[src/rtl/pipeline_pkg.sv]
// Shared pipeline definitions: control-word layout, writeback/size encodings,
// memory-stage FSM states and the EX/MEM register payload.
package pipeline_pkg;

  localparam int unsigned CW_W         = 9;
  localparam int unsigned CW_BRANCH    = 8;
  localparam int unsigned CW_RF_WB     = 7;
  localparam int unsigned CW_MEM_WE    = 6;
  localparam int unsigned CW_WB_SRC_LO = 4;
  localparam int unsigned CW_WB_SRC_W  = 2;
  localparam int unsigned CW_PC_SRC    = 3;
  localparam int unsigned CW_FUNCT3_LO = 0;
  localparam int unsigned CW_FUNCT3_W  = 3;

  localparam logic [1:0] WB_ALU = 2'd0;
  localparam logic [1:0] WB_MEM = 2'd1;
  localparam logic [1:0] WB_PC4 = 2'd2;

  localparam logic [2:0] F3_LB  = 3'd0;
  localparam logic [2:0] F3_LH  = 3'd1;
  localparam logic [2:0] F3_LW  = 3'd2;
  localparam logic [2:0] F3_LBU = 3'd4;
  localparam logic [2:0] F3_LHU = 3'd5;

  typedef enum logic [1:0] {S_IDLE, S_REQ, S_RSP} state_t;
  typedef enum logic [1:0] {SZ_BYTE, SZ_HALF, SZ_WORD} size_t;

  // Fields of the accepted bundle still needed once the request is in flight.
  typedef struct packed {
    logic        rf_wb;
    logic        mem_we;
    logic [2:0]  funct3;
    logic [4:0]  rd;
    logic [1:0]  adr_lo;
    logic [31:0] alt_data;
  } exmem_t;

  // Store funct3 codes share the load size bits, so one decode serves both.
  function automatic size_t access_size(input logic [2:0] f3);
    case (f3)
      F3_LB, F3_LBU: return SZ_BYTE;
      F3_LH, F3_LHU: return SZ_HALF;
      F3_LW:         return SZ_WORD;
      default:       return SZ_WORD;
    endcase
  endfunction

endpackage

[src/rtl/load_store_align.sv]
// Byte-lane steering for data-memory accesses: byte enables, store-data
// replication, load extraction/extension and alignment check.
module load_store_align
  import pipeline_pkg::*;
(
  input  logic [2:0]  funct3,
  input  logic [1:0]  addr,
  input  logic [31:0] store_data,
  input  logic [31:0] load_data,
  output logic [3:0]  be_c,
  output logic [31:0] wdata_c,
  output logic [31:0] load_c,
  output logic        misaligned_c
);

  size_t       sz;
  logic [31:0] lane;

  always_comb begin
    sz           = access_size(funct3);
    lane         = load_data >> {addr, 3'b000};
    be_c         = 4'b1111;
    wdata_c      = store_data;
    load_c       = lane;
    misaligned_c = 1'b0;
    case (sz)
      SZ_BYTE: begin
        be_c    = 4'b0001 << addr;
        wdata_c = {4{store_data[7:0]}};
        load_c  = {{24{lane[7] & ~funct3[2]}}, lane[7:0]};
      end
      SZ_HALF: begin
        be_c         = 4'b0011 << {addr[1], 1'b0};
        wdata_c      = {2{store_data[15:0]}};
        load_c       = {{16{lane[15] & ~funct3[2]}}, lane[15:0]};
        misaligned_c = addr[0];
      end
      default: misaligned_c = |addr;
    endcase
  end

endmodule

[src/rtl/memory_stage.sv]
// Memory pipeline stage: captures the execute bundle, runs loads/stores on the
// data-memory interface, raises fetch redirects and emits the writeback bundle.
module memory_stage
  import pipeline_pkg::*;
#(
  parameter int unsigned ADDR_W      = 32,
  parameter int unsigned RSP_TIMEOUT = 255
) (
  input  logic              clk,
  input  logic              rst_n,
  input  logic              in_valid,
  output logic              in_ready,
  input  logic [CW_W-1:0]   control_word_ex,
  input  logic [4:0]        rd_ex,
  input  logic [31:0]       calculated_adr,
  input  logic [31:0]       pc_plus_4_ex,
  input  logic [31:0]       ALU_result,
  input  logic [31:0]       regfileb_ex,
  output logic              dmem_req,
  output logic              dmem_we,
  output logic [ADDR_W-1:0] dmem_addr,
  output logic [3:0]        dmem_be,
  output logic [31:0]       dmem_wdata,
  input  logic              dmem_gnt,
  input  logic              dmem_rvalid,
  input  logic [31:0]       dmem_rdata,
  output logic              redirect_valid,
  output logic [31:0]       redirect_pc,
  output logic              wb_valid,
  output logic              wb_rf_we,
  output logic [4:0]        wb_rd,
  output logic [31:0]       wb_data,
  output logic              misaligned,
  output logic              bus_err
);

  localparam int unsigned CNT_W = (RSP_TIMEOUT < 2) ? 1 : $clog2(RSP_TIMEOUT + 1);

  state_t           state;
  exmem_t           ex_q;
  logic [CNT_W-1:0] rsp_cnt;

  logic        accept, idle, in_load, in_store, in_mem, in_redirect, rsp_timeout;
  logic [31:0] in_alt;
  logic [2:0]  al_f3;
  logic [1:0]  al_adr;
  logic [3:0]  al_be;
  logic [31:0] al_wdata, al_load;
  logic        al_mis;

  // Incoming-bundle decode; the aligner sees the live bundle in S_IDLE and
  // the held EX/MEM fields while a load response is awaited.
  always_comb begin
    accept      = in_valid & in_ready;
    idle        = (state == S_IDLE);
    in_store    = control_word_ex[CW_MEM_WE];
    in_load     = (control_word_ex[CW_WB_SRC_LO +: CW_WB_SRC_W] == WB_MEM);
    in_mem      = in_load | in_store;
    in_redirect = control_word_ex[CW_BRANCH] | control_word_ex[CW_PC_SRC];
    in_alt      = ALU_result;
    case (control_word_ex[CW_WB_SRC_LO +: CW_WB_SRC_W])
      WB_ALU:  in_alt = ALU_result;
      WB_PC4:  in_alt = pc_plus_4_ex;
      default: in_alt = ALU_result;
    endcase
    al_f3       = idle ? control_word_ex[CW_FUNCT3_LO +: CW_FUNCT3_W] : ex_q.funct3;
    al_adr      = idle ? calculated_adr[1:0] : ex_q.adr_lo;
    rsp_timeout = (RSP_TIMEOUT != 0) && (rsp_cnt == CNT_W'(RSP_TIMEOUT - 1));
  end

  load_store_align u_align (
    .funct3       (al_f3),
    .addr         (al_adr),
    .store_data   (regfileb_ex),
    .load_data    (dmem_rdata),
    .be_c         (al_be),
    .wdata_c      (al_wdata),
    .load_c       (al_load),
    .misaligned_c (al_mis)
  );

  always_ff @(posedge clk or negedge rst_n) begin
    if (!rst_n) begin
      state          <= S_IDLE;
      ex_q           <= '0;
      rsp_cnt        <= '0;
      in_ready       <= 1'b0;
      dmem_req       <= 1'b0;
      dmem_we        <= 1'b0;
      dmem_addr      <= '0;
      dmem_be        <= '0;
      dmem_wdata     <= '0;
      redirect_valid <= 1'b0;
      redirect_pc    <= '0;
      wb_valid       <= 1'b0;
      wb_rf_we       <= 1'b0;
      wb_rd          <= '0;
      wb_data        <= '0;
      misaligned     <= 1'b0;
      bus_err        <= 1'b0;
    end else begin
      wb_valid       <= 1'b0;
      redirect_valid <= 1'b0;
      misaligned     <= 1'b0;
      case (state)
        S_IDLE: begin
          in_ready <= 1'b1;
          if (accept) begin
            ex_q.rf_wb     <= control_word_ex[CW_RF_WB];
            ex_q.mem_we    <= in_store;
            ex_q.funct3    <= control_word_ex[CW_FUNCT3_LO +: CW_FUNCT3_W];
            ex_q.rd        <= rd_ex;
            ex_q.adr_lo    <= calculated_adr[1:0];
            ex_q.alt_data  <= in_alt;
            redirect_valid <= in_redirect;
            redirect_pc    <= calculated_adr;
            if (in_mem && !al_mis) begin
              state      <= S_REQ;
              in_ready   <= 1'b0;
              dmem_req   <= 1'b1;
              dmem_we    <= in_store;
              dmem_addr  <= {calculated_adr[ADDR_W-1:2], 2'b00};
              dmem_be    <= al_be;
              dmem_wdata <= al_wdata;
            end else begin
              wb_valid   <= 1'b1;
              wb_rd      <= rd_ex;
              wb_rf_we   <= control_word_ex[CW_RF_WB] & ~in_mem;
              wb_data    <= in_alt;
              misaligned <= in_mem;
            end
          end
        end
        S_REQ: begin
          if (dmem_gnt) begin
            dmem_req <= 1'b0;
            dmem_we  <= 1'b0;
            if (ex_q.mem_we) begin
              state    <= S_IDLE;
              in_ready <= 1'b1;
              wb_valid <= 1'b1;
              wb_rf_we <= 1'b0;
              wb_rd    <= ex_q.rd;
              wb_data  <= ex_q.alt_data;
            end else begin
              state   <= S_RSP;
              rsp_cnt <= '0;
            end
          end
        end
        S_RSP: begin
          if (dmem_rvalid) begin
            state    <= S_IDLE;
            in_ready <= 1'b1;
            wb_valid <= 1'b1;
            wb_rf_we <= ex_q.rf_wb;
            wb_rd    <= ex_q.rd;
            wb_data  <= al_load;
          end else if (rsp_timeout) begin
            state    <= S_IDLE;
            in_ready <= 1'b1;
            bus_err  <= 1'b1;
            wb_valid <= 1'b1;
            wb_rf_we <= 1'b0;
            wb_rd    <= ex_q.rd;
            wb_data  <= '0;
          end else if (RSP_TIMEOUT != 0) begin
            rsp_cnt <= rsp_cnt + 1'b1;
          end
        end
        default: state <= S_IDLE;
      endcase
    end
  end

endmodule
[config.mk]
export PLATFORM = sky130hd
export DESIGN_NAME = memory_stage
export DESIGN_NICKNAME = d
export VERILOG_FILES = /design/src/rtl/pipeline_pkg.sv /design/src/rtl/load_store_align.sv /design/src/rtl/memory_stage.sv
export SDC_FILE = /design/constraint.sdc
export NUM_CORES = 1
export LEC_CHECK = 0
export CORE_ASPECT_RATIO = 0.6
export CORE_UTILIZATION = 46
export DETAILED_ROUTE_END_ITERATION = 10
export PLACE_DENSITY_LB_ADDON = 0.05
export SKIP_CTS_REPAIR_TIMING = 1
export SLEW_MARGIN = 20
export SYNTH_ARGS = -nofsm -noshare
export SYNTH_HDL_FRONTEND = slang
export SYNTH_SLANG_ARGS = --single-unit
[constraint.sdc]
create_clock -name clk -period 3.5 [get_ports clk]
set_clock_uncertainty 0.15 [all_clocks]
set_input_delay 0.35 -clock clk [delete_from_list [all_inputs] [get_ports clk]]
set_output_delay 0.35 -clock clk [all_outputs]
set_load 0.01 [all_outputs]
==> metrics.md, run 1 <==
| Metric | Value |
|---|---|
| Antenna viol nets, final | 0 |
| Initial antenna violation count | 0 |
| Die Y | 114 µm |
| Global-route wire length before repair | 47300 µm |
| Post-synth EDFFs | 0 |
| Number of synthesized register bits | 195 |
| Setup CP Type | reg2reg |
| Static Leakage | 0.00595 µW |
| Pwr/cell area | 924 mW/mm² |
| Rows | 40 |
| Number of port buffers | 321 |
| Hold Vio Cnt, Final | 0 |
| Pwr Total | 12800 µW |
| Mapped Cells | 993 |
| Worst hold path depth | 3 |
| Period utilisation layout | 86.8% |
| Worst setup SP type | flip-flop |
| Vias | 8504 |
| All-layer global routing usage | 28.8% |
| Max clock buf depth | 2 |
| Root Buffer | clkbuf_16 |
| Max VDD drop | 0.684 mV |
| TritonCTS Buffers | 17 |
| WP buf/inv | 3 |
| R2R Setup Slk | 460 ps |
| RR Endpoint | wb_data[16]$_DFFE_PN0P_ |
| Pins Over Slew Limit | 0 |
| Largest net degree at the start of global routing | 83 |
| Most frequent cell after synthesis | nand2_1 |
| Number of distinct library cells after synthesis | 57 |
| Width of the die | 189 µm |
| Worst-path cell chain | inv_1 -> ha_1 -> buf_4 -> mux2_4 -> mux2i_4 -> o22ai_2 -> a221oi_4 -> buf_4 -> a21oi_2 -> mux2_2 |
| Hold crit path type | in2reg |
| Area grow syn2layout | 43.3% |
| Multi-input gate area | 0.00452 mm² |
| Register area share after synthesis | 50.4% |
| Routability cong. | 0.865 |
| Netlist Area Pre-Place | 0.00969 mm² |
| Data required time at the worst endpoint | 3680 ps |
| Worst hold endpoint | dmem_addr[10]$_DFFE_PN0P_ |
| Share of layout cells above drive strength 1 | 11.0% |
| N_diodes | 0 |
| Delay-heaviest family, CP | multiplexers |
| Iteration count of the initial detailed-routing pass | 5 |
| Via density per instance | 5.39 |
| Core area | 0.0203 mm² |
| Crit-path slowest cell | dfrtp_1 |
| Yosys top cell by area | dfrtp_1 |
| Commonest cells in the netlist | nand2_1, dfrtp_1, mux2i_1, o21ai_0, a21oi_1 |
| Iteration-0 DRC Markers | 494 |
| Gr ovfl total | 0 |
| Register area | 0.00488 mm² |
| I/O pin count | 324 |
| Most common cell on crit path | buf_4 |
| Residual DRC count | 0 |
| Slew HR | 39.9% |
| Final worst path period need | 3040 ps |
| Clock slew at reported path FFs | 70 ps |
| TritonCTS clock tree | done |
| Worst EP arrival | 3220 ps |
| Placement Setup Slack | 461 ps |
| Vias in the first global route | 8265 |
| Top FF cell, synth | dfrtp_1 |
| Final setup vio count | 0 |
| Setup TNS | 0 ps |
| Outcome | finished clean |
| Max Fclk | 0.329 GHz |
| HP Start | calculated_adr[10] |
| Setup crit end kind | flip-flop |
| Die ar. | 0.0217 mm² |
| Avg WL per Cell | 19.2 µm |
| Ys Warns | 0 |
| Utilization after layout | 68.3% |
| Top cells by area, synth | dfrtp_1, nand2_1, mux2i_1, mux2_2, o21ai_0 |
| Setup ws final | 460 ps |
| Critical Path Fanout Max | 19 |
| Async SR Flop Fraction | 100% |
| Number of fillers in the final layout | 1656 |
| CTS sink count | 195 |
| FF-to-FF Start | state[0]$_DFFE_PN0P_ |
| Worst-Margin Slew | 884 ps |
| Register-to-Register Path Depth | 10 |
| Critical Path Max Stage Delay | 400 ps |
| Maxcap violations | 0 |
| Final WL | 30300 µm |
| CTS H-tree depth | 4 |
| Syn_area_per_cell | 9.75 µm² |
| RSZ-0062 raised after global routing | no |
| Clock latency at the later pin of the worst-skew pair | 440 ps |
| Nets | 1479 |
| Top cell type's share of synthesized area | 50.4% |
| Initial Utilization | 47.7% |
| Hpwl dp | 22400 µm |
## worst reg2reg max path: stages, from the launching register on
cell	delay [ps]
dfrtp_1	400
inv_1	100
ha_1	260
buf_4	310
mux2_4	380
mux2i_4	190
o22ai_2	150
a221oi_4	310
buf_4	300
a21oi_2	100
mux2_2	280
## metrics by stage
stage	area, µm²	hold WS [ps]	instances
3_5_place_dp	13300	275	1547
2_1_floorplan	9690	-95.6	994
5_1_grt	13900	313	1578
3_3_place_gp	13300	275	1547
6_report	13900	310	1578
4_1_cts	13900	-192	1577
## where the power goes
group	leakage, µW	internal, µW	switching (µW)
Combinational	0.00328	3300	3500
Clock	0.000298	1170	850
Sequential	0.00237	3350	650
## metal layers
metal  vias up  track usage (%)  part of all wire, %
met1      4108             41.6                   47
met2       299             42.2                   43
li1       4059                -                    -
met5         -                0                    0
met4         0             8.01                  1.7
met3        38             8.49                  8.4
## cell families (layout without fill, tap and decap cells)
family          after synthesis  after routing  share of synthesized area [%]
mux                         132            132                           15.5
compound gates              209            209                           14.1
buf+inv                      79            390                           3.54
other cells                   1              2                         0.0387
xor+xnor                      1              1                         0.0904
simple gates                370            370                           15.6
flops                       195            195                           50.4
fa+ha+maj                     6              6                          0.775
## flip-flops by register name, indices dropped and copies added, names as in the netlist, 2 cells and up
| signal | cells |
|---|---|
| ex_q | 42 |
| dmem_wdata | 32 |
| redirect_pc | 32 |
| wb_data | 32 |
| dmem_addr | 30 |
| rsp_cnt | 8 |
| wb_rd | 5 |
| dmem_be | 4 |
| state | 2 |
## final cells by class
cell class,instances,area share (%)
inverter,10,0.270
sequential,195,35.2
clock buffer,20,3.36
timing repair buffer,350,25.2
multi-input combinational,720,32.6
clock inverter,10,0.947
tap,273,2.46
## placed cells by master (no fill, tap or decap), types with 4 or more instances in the layout
cell / n
nand2_1: 245
buf_12: 5
a21oi_2: 8
mux2i_1: 70
nand3_1: 28
o2bb2ai_1: 7
a221oi_1: 8
nor2b_1: 5
buf_4: 23
ha_1: 6
o211ai_1: 14
clkdlybuf4s50_1: 320
nor2_1: 55
clkbuf_16: 17
o21ai_0: 63
nor3_1: 13
mux4_2: 7
mux2_2: 49
a21oi_1: 59
o221a_2: 5
o22a_1: 7
a31oi_1: 8
dfrtp_1: 195
clkinv_2: 5
clkbuf_8: 4
nand2b_1: 9
a22o_1: 4
inv_1: 9
## worst max path at each step
stage,start,to,cells past startpoint
detailed placement,state[1]$_DFFE_PN0P_,wb_data[16]$_DFFE_PN0P_,10
CTS,state[0]$_DFFE_PN0P_,wb_data[16]$_DFFE_PN0P_,10
global route,state[0]$_DFFE_PN0P_,dmem_wdata[15]$_DFFE_PN0P_,9
global placement,state[0]$_DFFE_PN0P_,wb_data[27]$_DFFE_PN0P_,10
floorplan,state[0]$_DFFE_PN0P_,wb_data[16]$_DFFE_PN0P_,10
finish,state[0]$_DFFE_PN0P_,wb_data[16]$_DFFE_PN0P_,10
Note: power is estimated with default switching activity, not from simulation.
==> inputs of run 2 (changes only) <==
--- a/config.mk
+++ b/config.mk
@@ -7,5 +7,6 @@
 export LEC_CHECK = 0
 export CORE_ASPECT_RATIO = 0.6
-export CORE_UTILIZATION = 46
+export CORE_UTILIZATION = 48
+export CTS_BUF_LIST = sky130_fd_sc_hd__clkbuf_2 sky130_fd_sc_hd__clkbuf_4 sky130_fd_sc_hd__clkbuf_8
 export DETAILED_ROUTE_END_ITERATION = 10
 export PLACE_DENSITY_LB_ADDON = 0.05
--- a/constraint.sdc
+++ b/constraint.sdc
@@ -3,3 +3,3 @@
 set_input_delay 0.35 -clock clk [delete_from_list [all_inputs] [get_ports clk]]
 set_output_delay 0.35 -clock clk [all_outputs]
-set_load 0.01 [all_outputs]
+set_load 0.05 [all_outputs]
==> run 2 against run 1 <==
Against the previous run: sequential share of layout area increased by 0.68 points; sequential cell count unchanged; clock-buffer cell count increased by 4; core utilization increased by 2.0 points; cell count decreased by 0.51%; via count increased by 2.0%; setup slack got worse by 77 ps; critical endpoint is now wb_data[2]$_DFFE_PN0P_; largest power group unchanged; highest routed layer unchanged.
==> metrics.md, run 2 (synthesized netlist as in run 1, its figures left out) <==
| Metric | Value |
|---|---|
| Final worst path period need | 3120 ps (+77.4 ps) |
| Number of port buffers | 321 (unchanged) |
| Routed metal-1 wirelength | 13500 µm (-4.3%) |
| Hpwl dp | 21600 µm (-3.4%) |
| Critical Path Fanout Max | 22 (+3) |
| Pwr/cell area | 1070 mW/mm² (+15%) |
| Width of the die | 185 µm (-2.1%) |
| CTS sink count | 195 (unchanged) |
| Worst hold endpoint | redirect_valid$_DFF_PN0_ |
| HP Start | control_word_ex[8] |
| Largest reg by FF count | ex_q |
| Iteration count of the initial detailed-routing pass | 5 (unchanged) |
| Metal2 WL | 12800 µm (-2.1%) |
| Area grow syn2layout | 40.6% |
| Data required time at the worst endpoint | 3690 ps (about the same) |
| R2R Setup Slk | 380 ps (-80 ps) |
| Worst hold path depth | 3 (unchanged) |
| Antenna viol nets, final | 0 (unchanged) |
| Max reg flops | 42 (unchanged) |
| Vias in the first global route | 8111 (-1.9%) |
| Iteration-0 DRC Markers | 680 (+38%) |
| Number of fillers in the final layout | 1563 (-5.6%) |
| Nets | 1476 (-0.20%) |
| I/O pin count | 324 (unchanged) |
| Setup crit end kind | flip-flop |
| Commonest cells after routing, fill and taps aside | clkdlybuf4s50_1, nand2_1, dfrtp_1 |
| Pwr Total | 14500 µW (+13%) |
| Gr ovfl total | 0 (unchanged) |
| FF-to-FF Start | state[1]$_DFFE_PN0P_ |
| Maxcap violations | 0 (unchanged) |
| Worst EP arrival | 3310 ps (+90 ps) |
| Hold crit path type | in2reg |
| Initial antenna violation count | 0 (unchanged) |
| Min Hold Slack | 273 ps (-36.7 ps) |
| Met3 WL | 2890 µm (+13%) |
| Initial Utilization | 50.0% (+2.3 points) |
| Final WL | 29700 µm (-2.1%) |
| TritonCTS Buffers | 17 (unchanged) |
| Period utilisation layout | 89.1% (+2.2 points) |
| Hold Vio Cnt, Final | 0 (unchanged) |
| Share of layout cells above drive strength 1 | 11.0% (-0.068 points) |
| Pins Over Slew Limit | 0 (unchanged) |
| Static Leakage | 0.00583 µW (-1.9%) |
| Utilization after layout | 70.3% (+2.0 points) |
| Die ar. | 0.0208 mm² (-4.1%) |
| Clock latency at the later pin of the worst-skew pair | 470 ps (+30 ps) |
| RSZ-0062 raised after global routing | no |
| Global-route wire length before repair | 45900 µm (-2.8%) |
| Slew HR | 44.1% (+4.2 points) |
| Max VDD drop | 0.705 mV (+3.2%) |
| Top layer in use | met4 |
| Register-to-Register Path Depth | 7 (-3) |
| Rows | 39 (-2.5%) |
| Worst setup SP type | flip-flop |
| Max Fclk | 0.321 GHz (-2.5%) |
| All-layer global routing usage | 29.2% (+0.42 points) |
| Final setup vio count | 0 (unchanged) |
| Max clock buf depth | 2 (unchanged) |
| Worst-Margin Slew | 822 ps (-62.5 ps) |
| Routability cong. | 0.864 (about the same) |
| Setup TNS | 0 ps (unchanged) |
| RR Endpoint | wb_data[2]$_DFFE_PN0P_ |
| Outcome | finished clean |
| Root Buffer | clkbuf_8 |
| Vias | 8673 (+2.0%) |
| Residual DRC count | 0 (unchanged) |
| Clock slew at reported path FFs | 90 ps (+20 ps) |
| CTS H-tree depth | 4 (unchanged) |
| Core area | 0.0194 mm² (-4.7%) |
| Most common cell after layout, fill and taps aside | clkdlybuf4s50_1 |
| Die Y | 112 µm (-2.1%) |
| Avg WL per Cell | 18.9 µm (-1.6%) |
| DP Area | 0.0132 mm² (-0.29%) |
| Via density per instance | 5.52 (+2.5%) |
| TritonCTS clock tree | done |
| N_diodes | 0 (unchanged) |
| Design Area, Final | 0.0136 mm² (-1.9%) |
| Setup CP Type | reg2reg |
| Largest net degree at the start of global routing | 89 (+7.2%) |
-- run 2: cell count changes in the layout (fill, tap and decap cells not counted), sizes merged --
| cell | delta |
|---|---|
| buf | -3 |
| bufinv | -3 |
| clkbuf | +4 |
| clkinv | +1 |
-- run 2: worst max-delay path, stage by stage, from the launching register on --
cell	delay [ps]
dfrtp_1	420
inv_1	120
ha_1	510
mux2i_4	330
buf_4	370
mux4_2	610
a221oi_1	340
a21oi_1	130
-- run 2: report_power, final --
part	internal, µW	switching [µW]
Sequential	3340	660
Combinational	3280	5850
Clock	601	797
Total	7220	7300
-- run 2: metal layers --
metal  global-route usage, %  up-vias
met1                    44.2     4208
met4                    7.44        0
met5                       0        -
met2                    41.4      379
li1                        -     4060
met3                    7.85       26
-- run 2: worst max path at each step --
| stage | slack (ps) | end | startpoint |
|---|---|---|---|
| 2_1_floorplan | 950 | wb_data[16]$_DFFE_PN0P_ | state[0]$_DFFE_PN0P_ |
| 3_3_place_gp | 490 | wb_data[2]$_DFFE_PN0P_ | state[0]$_DFFE_PN0P_ |
| 3_5_place_dp | 430 | wb_data[2]$_DFFE_PN0P_ | state[1]$_DFFE_PN0P_ |
| 4_1_cts | 400 | wb_data[2]$_DFFE_PN0P_ | state[1]$_DFFE_PN0P_ |
| 5_1_grt | 190 | wb_data[2]$_DFFE_PN0P_ | state[1]$_DFFE_PN0P_ |
| 6_report | 380 | wb_data[2]$_DFFE_PN0P_ | state[1]$_DFFE_PN0P_ |
-- run 2: layout make-up --
type                    count  area, µm²  share of cell area [%]
multi-input cells         720       4520                    33.2
clock buffers              24        318                    2.33
inverters                  10       37.5                   0.276
well taps                 266        333                    2.44
clock inverters             8       50.0                   0.368
flip-flops and latches    195       4880                    35.8
repair buffers            347       3480                    25.5
-- run 2: per-stage QoR --
step	setup slack, ps	instances
CTS	399	1569
finish	383	1570
global placement	494	1537
floorplan	949	994
global route	194	1570
detailed placement	432	1537
